**src/rtl/bus_arb_pkg.sv**
```systemverilog
// Shared types and constants for the serial system-bus arbiter.
//   arb_state_e : arbiter sequencing states
//   err_code_t  : error code reported on err_code
//   DEFAULT_*   : default slave-ID width and timeout used by bus_arbiter
package bus_arb_pkg;

  typedef enum logic [1:0] {
    IDLE    = 2'd0,
    ID_RX   = 2'd1,
    ACTIVE  = 2'd2,
    RELEASE = 2'd3
  } arb_state_e;

  typedef logic [1:0] err_code_t;

  localparam err_code_t ERR_NONE    = 2'b00;
  localparam err_code_t ERR_TIMEOUT = 2'b01;
  localparam err_code_t ERR_BAD_SID = 2'b10;
  localparam err_code_t ERR_ABORT   = 2'b11;

  localparam int DEFAULT_SID_W   = 2;
  localparam int DEFAULT_TIMEOUT = 255;
  // Timeout counter is fixed at 8 bits, so TIMEOUT must stay within 1..255.
  localparam int TIMEOUT_CNT_W   = 8;

endpackage

```
**src/rtl/bus_arbiter_if.sv**
```systemverilog
// Handshake bundle between the bus masters/slaves and the arbiter.
//   master modport : request side (drives requests, serial IDs, slave done pulses)
//   slave modport  : arbiter side (drives grant, mux selects, busy and error status)
interface bus_arbiter_if #(
  parameter int NUM_MASTERS = 2,
  parameter int NUM_SLAVES  = 3
);
  import bus_arb_pkg::*;

  localparam int IDX_W = $clog2(NUM_MASTERS);

  logic [NUM_MASTERS-1:0] m_req;
  logic [NUM_MASTERS-1:0] m_sid_bit;
  logic [NUM_MASTERS-1:0] m_sid_valid;
  logic [NUM_SLAVES-1:0]  s_done;
  logic [NUM_MASTERS-1:0] m_grant;
  logic [IDX_W-1:0]       grant_idx;
  logic [NUM_SLAVES-1:0]  s_sel;
  logic                   bus_busy;
  logic                   err_pulse;
  err_code_t              err_code;

  modport master (
    output m_req, m_sid_bit, m_sid_valid, s_done,
    input  m_grant, grant_idx, s_sel, bus_busy, err_pulse, err_code
  );

  modport slave (
    input  m_req, m_sid_bit, m_sid_valid, s_done,
    output m_grant, grant_idx, s_sel, bus_busy, err_pulse, err_code
  );

endinterface

```
**src/rtl/bus_arbiter_rr_picker.sv**
```systemverilog
// Combinational round-robin picker: first set bit of req_i searching upward
// from ptr_i with wrap-around.
//   req_i   : request vector
//   ptr_i   : search start index (must be < N)
//   grant_o : one-hot winner (zero when no request)
//   idx_o   : winner index
//   valid_o : any request present
module rr_picker #(
  parameter int N     = 2,
  parameter int IDX_W = $clog2(N)
) (
  input  logic [N-1:0]     req_i,
  input  logic [IDX_W-1:0] ptr_i,
  output logic [N-1:0]     grant_o,
  output logic [IDX_W-1:0] idx_o,
  output logic             valid_o
);
  localparam int CW = IDX_W + 1;

  logic [CW-1:0] cand;

  always_comb begin
    grant_o = '0;
    idx_o   = '0;
    valid_o = 1'b0;
    cand    = '0;
    for (int off = 0; off < N; off++) begin
      cand = {1'b0, ptr_i} + CW'(off);
      if (cand >= CW'(N)) begin
        cand = cand - CW'(N);
      end
      if (!valid_o && req_i[cand[IDX_W-1:0]]) begin
        valid_o                    = 1'b1;
        grant_o[cand[IDX_W-1:0]]   = 1'b1;
        idx_o                      = cand[IDX_W-1:0];
      end
    end
  end

endmodule

```
**src/rtl/bus_arbiter.sv**
```systemverilog
// Central serial-bus arbiter: round-robin grant, serial slave-ID decode,
// hold until the selected slave completes, then a one-cycle release.
//   clk   : system clock, rising edge
//   reset : synchronous active-high reset
//   bus   : slave modport of bus_arbiter_if (requests, IDs, done in;
//           grant, grant_idx, s_sel, bus_busy, err_pulse, err_code out)
module bus_arbiter import bus_arb_pkg::*; #(
  parameter int NUM_MASTERS = 2,
  parameter int NUM_SLAVES  = 3,
  parameter int SID_W       = DEFAULT_SID_W,
  parameter int TIMEOUT     = DEFAULT_TIMEOUT
) (
  input  logic          clk,
  input  logic          reset,
  bus_arbiter_if.slave  bus
);
  localparam int IDX_W     = $clog2(NUM_MASTERS);
  localparam int BIT_CNT_W = $clog2(SID_W + 1);

  arb_state_e                 state_q;
  logic [NUM_MASTERS-1:0]     m_grant_q;
  logic [IDX_W-1:0]           grant_idx_q;
  logic [IDX_W-1:0]           rr_ptr_q;
  logic [NUM_SLAVES-1:0]      s_sel_q;
  logic                       bus_busy_q;
  logic                       err_pulse_q;
  err_code_t                  err_code_q;
  logic [SID_W-1:0]           sid_q;
  logic [BIT_CNT_W-1:0]       bit_cnt_q;
  logic [TIMEOUT_CNT_W-1:0]   timeout_cnt_q;

  logic [NUM_MASTERS-1:0]     pick_grant;
  logic [IDX_W-1:0]           pick_idx;
  logic                       pick_valid;

  logic [SID_W-1:0]           sid_d;
  logic [BIT_CNT_W-1:0]       bit_cnt_d;
  logic [TIMEOUT_CNT_W-1:0]   timeout_cnt_d;
  logic [IDX_W-1:0]           rr_ptr_d;
  logic [NUM_SLAVES-1:0]      sel_onehot;
  logic                       sid_strobe;
  logic                       last_bit;
  logic                       sid_ok;
  logic                       done_ev;
  logic                       err_ev;
  err_code_t                  err_val;

  rr_picker #(.N(NUM_MASTERS), .IDX_W(IDX_W)) u_picker (
    .req_i   (bus.m_req),
    .ptr_i   (rr_ptr_q),
    .grant_o (pick_grant),
    .idx_o   (pick_idx),
    .valid_o (pick_valid)
  );

  always_comb begin
    // Only the granted master's ID line is observed.
    sid_strobe    = bus.m_sid_valid[grant_idx_q];
    sid_d         = SID_W'({sid_q, bus.m_sid_bit[grant_idx_q]});
    bit_cnt_d     = bit_cnt_q + BIT_CNT_W'(1);
    last_bit      = (bit_cnt_d == BIT_CNT_W'(SID_W));
    sid_ok        = int'(sid_d) < NUM_SLAVES;
    sel_onehot    = NUM_SLAVES'(1) << sid_d;
    timeout_cnt_d = timeout_cnt_q + TIMEOUT_CNT_W'(1);
    rr_ptr_d      = (int'(grant_idx_q) == NUM_MASTERS - 1) ? '0 : grant_idx_q + IDX_W'(1);
    done_ev       = (state_q == ACTIVE) && |(bus.s_done & s_sel_q);

    // Completion beats abort, abort beats timeout; a bad ID is the weakest.
    err_ev  = 1'b0;
    err_val = ERR_NONE;
    if (!done_ev) begin
      if (!bus.m_req[grant_idx_q]) begin
        err_ev  = 1'b1;
        err_val = ERR_ABORT;
      end else if (timeout_cnt_d == TIMEOUT_CNT_W'(TIMEOUT)) begin
        err_ev  = 1'b1;
        err_val = ERR_TIMEOUT;
      end else if ((state_q == ID_RX) && sid_strobe && last_bit && !sid_ok) begin
        err_ev  = 1'b1;
        err_val = ERR_BAD_SID;
      end
    end
  end

  always_ff @(posedge clk) begin
    if (reset) begin
      state_q       <= IDLE;
      m_grant_q     <= '0;
      grant_idx_q   <= '0;
      rr_ptr_q      <= '0;
      s_sel_q       <= '0;
      bus_busy_q    <= 1'b0;
      err_pulse_q   <= 1'b0;
      err_code_q    <= ERR_NONE;
      sid_q         <= '0;
      bit_cnt_q     <= '0;
      timeout_cnt_q <= '0;
    end else begin
      err_pulse_q <= 1'b0;
      case (state_q)
        IDLE: begin
          if (pick_valid) begin
            m_grant_q     <= pick_grant;
            grant_idx_q   <= pick_idx;
            sid_q         <= '0;
            bit_cnt_q     <= '0;
            timeout_cnt_q <= '0;
            bus_busy_q    <= 1'b1;
            state_q       <= ID_RX;
          end
        end
        ID_RX, ACTIVE: begin
          timeout_cnt_q <= timeout_cnt_d;
          if (done_ev || err_ev) begin
            m_grant_q   <= '0;
            s_sel_q     <= '0;
            err_pulse_q <= err_ev;
            if (err_ev) begin
              err_code_q <= err_val;
            end
            state_q <= RELEASE;
          end else if ((state_q == ID_RX) && sid_strobe) begin
            sid_q     <= sid_d;
            bit_cnt_q <= bit_cnt_d;
            if (last_bit) begin
              s_sel_q <= sel_onehot;
              state_q <= ACTIVE;
            end
          end
        end
        RELEASE: begin
          // Turnaround cycle: bus still marked busy, pointer moves past the last owner.
          rr_ptr_q   <= rr_ptr_d;
          bus_busy_q <= 1'b0;
          state_q    <= IDLE;
        end
        default: state_q <= IDLE;
      endcase
    end
  end

  assign bus.m_grant   = m_grant_q;
  assign bus.grant_idx = grant_idx_q;
  assign bus.s_sel     = s_sel_q;
  assign bus.bus_busy  = bus_busy_q;
  assign bus.err_pulse = err_pulse_q;
  assign bus.err_code  = err_code_q;

endmodule

```
**src/flat_wrapper.sv**
```systemverilog
// flat-port wrapper written by rule: the top's interface ports become plain ports
module bus_arbiter_flat import bus_arb_pkg::*;
#(
  parameter int NUM_MASTERS = 2,
  parameter int NUM_SLAVES  = 3,
  parameter int SID_W       = DEFAULT_SID_W,
  parameter int TIMEOUT     = DEFAULT_TIMEOUT
)
  (clk, reset, bus_m_req, bus_m_sid_bit, bus_m_sid_valid, bus_s_done, bus_m_grant, bus_grant_idx, bus_s_sel, bus_bus_busy, bus_err_pulse, bus_err_code);
  bus_arbiter_if #(.NUM_MASTERS(NUM_MASTERS), .NUM_SLAVES(NUM_SLAVES)) bus_i ();
  input  logic clk;
  input  logic reset;
  input wire logic [$bits(bus_i.m_req)-1:0] bus_m_req;
  input wire logic [$bits(bus_i.m_sid_bit)-1:0] bus_m_sid_bit;
  input wire logic [$bits(bus_i.m_sid_valid)-1:0] bus_m_sid_valid;
  input wire logic [$bits(bus_i.s_done)-1:0] bus_s_done;
  output wire logic [$bits(bus_i.m_grant)-1:0] bus_m_grant;
  output wire logic [$bits(bus_i.grant_idx)-1:0] bus_grant_idx;
  output wire logic [$bits(bus_i.s_sel)-1:0] bus_s_sel;
  output wire logic [$bits(bus_i.bus_busy)-1:0] bus_bus_busy;
  output wire logic [$bits(bus_i.err_pulse)-1:0] bus_err_pulse;
  output wire logic [$bits(bus_i.err_code)-1:0] bus_err_code;
  assign bus_i.m_req = bus_m_req;
  assign bus_i.m_sid_bit = bus_m_sid_bit;
  assign bus_i.m_sid_valid = bus_m_sid_valid;
  assign bus_i.s_done = bus_s_done;
  assign bus_m_grant = bus_i.m_grant;
  assign bus_grant_idx = bus_i.grant_idx;
  assign bus_s_sel = bus_i.s_sel;
  assign bus_bus_busy = bus_i.bus_busy;
  assign bus_err_pulse = bus_i.err_pulse;
  assign bus_err_code = bus_i.err_code;
  bus_arbiter #(.NUM_MASTERS(NUM_MASTERS), .NUM_SLAVES(NUM_SLAVES), .SID_W(SID_W), .TIMEOUT(TIMEOUT)) u_core (.clk(clk), .reset(reset), .bus(bus_i));
endmodule
```
**config.mk**
```make
export PLATFORM = sky130hd
export DESIGN_NAME = bus_arbiter_flat
export DESIGN_NICKNAME = d
export VERILOG_FILES = /design/src/rtl/bus_arb_pkg.sv /design/src/rtl/bus_arbiter_if.sv /design/src/rtl/bus_arbiter_rr_picker.sv /design/src/rtl/bus_arbiter.sv /design/src/flat_wrapper.sv
export SDC_FILE = /design/constraint.sdc
export NUM_CORES = 1
export LEC_CHECK = 0
export BUFFER_PORTS_ARGS = -buffer_cell sky130_fd_sc_hd__buf_4
export CAP_MARGIN = 30
export CORE_ASPECT_RATIO = 1.5
export CORE_UTILIZATION = 45
export DETAILED_ROUTE_END_ITERATION = 6
export PLACE_DENSITY = 0.69
export SLEW_MARGIN = 20
export SYNTH_ARGS = -nofsm -noshare
export SYNTH_HDL_FRONTEND = slang
export SYNTH_SLANG_ARGS = --single-unit
```
**constraint.sdc**
```tcl
create_clock -name clk -period 2.3 [get_ports clk]
set_clock_uncertainty 0.1 [all_clocks]
set_input_delay 0.23 -clock clk [delete_from_list [all_inputs] [get_ports clk]]
set_output_delay 0.23 -clock clk [all_outputs]
set_load 0.01 [all_outputs]
```
==> results.md <==
* Hold_buf cts at 0
* Commonest non-fill, non-tap cell in the layout: buf_4
* Hold slack final at around 0.21 ns
* DP Wirelength at between 2000 and 3000 um
* Arr. time, crit path at about 2.3 ns
* Clock-pin transition on the worst setup and hold timing paths at roughly 0.09 ns
* Vias at approximately 1300
* Maximum clock path buffer count at 2
* WL per Instance at roughly 14 um
* # diodes at 0
* Ports at 21
* Critical Path Sink Type: register
* Sw Share at between 30% and 40%
* Leak at roughly 0.67 nW
* Final ANT Viol Nets at 0
* Tightest Pin Transition at 0.5435 ns
* Ys flop type: dfxtp_1
* Final hold vios at 0
* DR pass1 iterations at 4
* Fraction of layout cells with a size suffix above 1 at 24.12%
* FILL cells at around 300
* Number of global-route vias before repair at 1345
* Mapped Avg Cell Area at just over 8 um2
* Critical path peak fanout at 4
* Pins Over Slew Limit at 0
* Status: finished, final reports clean
* Most frequent cells in the layout: 30 x buf_4, 24 x dfxtp_1, 18 x nor2_1, 16 x inv_1, 16 x a21oi_1
* Largest net degree at the start of global routing at 28
* Comb pwr share at around half
* Minimum clock period at between 2 and 2.5 ns
* RSZ-0062 raised after global routing: no
* Clk_lat worst skew at ~0.27 ns
* Synth warn at 0
* CP Launch Type: register
* EDFF count, synth at 0
* CTS H-tree depth at 1
* Die height at 69.77 um
* Max VDD drop at about 0.44 mV
* Area grow syn2layout at 23.07%
* Post-synthesis async set-or-reset flop share at 0%
* Psw at around 0.64 mW
* Final wirelength at approximately 3300 um
* Critical path class: register to register
* Crit-path cells: inv_1, ha_2, nor3b_2, or2_1, or4_1, a21oi_2, nor2_2, a32o_1
* Mapped Cells at between 150 and 200
* Die width at approximately 47 um
* Violation count after the first detailed-route iteration at 35
* Clock group share of total power at 17.9%
* Post-Syn Area at about 1400 um2
* Setup TNS at 0 ns
* Sequential group share of total power at approximately 34%
* DRC at 0
* FP Rows at 24
* Power per cell area at roughly 950 nW/um2
* Worst Path Required at between 2 and 2.5 ns
* Final net count at approximately 220
* CTS Buf Count at 3
* Setup violators final at 0
* DIE AREA at between 3000 and 4000 um2
* Global-route wire length before repair at 5540 um
* CTS Sinks at 24
* Starting Density at around 47%
* Clock root buffer: clkbuf_8
* Crit-path max cell delay at about 0.48 ns
* Achievable clock frequency at around 450 MHz
* Fin crit share at 95.80%
* Int Power at slightly below 1 mW
* Global placer's final weighted congestion at around 0.83
* Syn_nets at around 190
* Netlist cell types at 47
* Multi-input gate area at a little over 800 um2
* Total GRT Usage at around 23%
* Flops & latches, synth at 24
* Initial antenna violation count at 0
* Core Area at 2913 um2
* Register area at about 480 um2
* TritonCTS clock tree: built
* DR vias/cell at between 5 and 6
* GRT overflow at 0
* Max-cap violations at 0
* Max-Slew Margin vs Limit at between 60% and 70%
* # port buffers at 20
* Seq/Total Area, Yosys at a little over a third
* Slowest CP cell: or4_1
* Min-delay worst type: input pin to register
-- synth_stat cells (2+ instances only) --
library cell	instances	area, um2
mux2i_1	2	20.02
a21oi_1	16	80.08
o32ai_1	2	17.52
inv_1	16	60.06
o21ai_0	8	40.04
nand2b_1	2	12.51
nor2b_1	2	12.51
nand4_1	3	18.77
ha_1	8	100.1
nor2_1	18	67.56
nand2_1	10	37.54
dfxtp_1	24	480.5
o31ai_1	3	22.52
nand3_1	7	35.03
xnor2_1	2	17.52
nor3_1	7	35.03
nand4b_1	2	17.52
nor4_1	2	12.51
or4_1	4	30.03
clkbuf_1	4	15.01
or3_1	2	12.51
-- worst paths after layout --
| check | slack [ns] | cells past startpoint | endpoint | startpoint |
|---|---|---|---|---|
| worst max-delay path | 0.1 | 8 | u_core.bit_cnt_q[0] | u_core.state_q[0] |
| worst min-delay path | 0.21 | 2 | u_core.timeout_cnt_q[4] | reset |
| worst max register to register | 0.1 | 8 | u_core.bit_cnt_q[0] | u_core.state_q[0] |
| worst min register to register | 0.38 | 2 | u_core.bit_cnt_q[1] | u_core.bit_cnt_q[1] |
-- flip-flops by register name, summed over array words and instances (netlist names), 2 cells and up --
signal and cells:
u_core.bus.err_code 2, u_core.state_q 2, u_core.bus.m_grant 2, u_core.bus.s_sel 3
u_core.timeout_cnt_q 8, u_core.bit_cnt_q 2
-- cell type report --
type | count | share of cell area [%]
clock buffers | 4 | 3.247
inverters | 16 | 3.542
multi-input cells | 125 | 48.71
flip-flops and latches | 24 | 28.34
well taps | 39 | 2.878
repair buffers | 30 | 13.28
-- critical path: cells and delay by family, from the launching register on --
kind,cells,cell delay [ns]
AO/OA/AOI/OAI,2,0.44
adder cells (fa/ha/maj),1,0.21
buffers and inverters,1,0.08
flip-flops,1,0.35
AND/OR/NAND/NOR,4,0.92
-- what timing repair did --
item / CTS / global route
setup endpoints to repair: 0 / 5
setup buffers: 0 / 1
gates resized for setup: 0 / 2
-- metrics by stage --
step / power [mW] / setup WS, ns / cell area, um2 / std cells / util [%]
3_5_place_dp: 1.297 / 0.05040 / 1625 / 233 / 55.80
2_1_floorplan: 1.018 / 0.03366 / 1378 / 170 / -
6_report: 1.604 / 0.09661 / 1695 / 238 / 58.20
3_3_place_gp: 1.279 / 0.1335 / 1625 / 233 / 55.80
4_1_cts: 1.587 / 0.02742 / 1680 / 237 / 57.69
5_1_grt: 1.714 / 0.01897 / 1695 / 238 / 58.20
-- power by group through the flow --
| stage | Combinational, mW | Sequential (mW) | Clock, mW |
|---|---|---|---|
| global route | 0.857 | 0.551 | 0.306 |
| detailed placement | 0.747 | 0.551 | 0 |
| global placement | 0.733 | 0.546 | 0 |
| CTS | 0.754 | 0.541 | 0.291 |
| floorplan | 0.454 | 0.564 | 0 |
| finish | 0.775 | 0.541 | 0.288 |
-- metal layers --
| metal | routed length (um) | track usage [%] | vias to the layer above |
|---|---|---|---|
| li1 | - | - | 670 |
| met1 | 1346 | 22.80 | 642 |
| met2 | 1846 | 41.82 | 32 |
| met3 | 101 | 2.865 | 5 |
| met4 | 54 | 10.48 | 0 |
| met5 | 0 | 0 | - |
-- cells by family (layout without fill, tap and decap cells) --
family / count (synthesis) / after routing / synth area share [%]
AO/OA/AOI/OAI: 44 / 44 / 21.89
XOR/XNOR: 3 / 3 / 1.908
adder cells (fa/ha/maj): 8 / 8 / 7.266
buffers and inverters: 21 / 50 / 5.722
flip-flops: 24 / 24 / 34.88
multiplexers: 4 / 4 / 3.270
AND/OR/NAND/NOR: 66 / 66 / 25.07
Note: power is estimated with default switching activity, not from simulation.
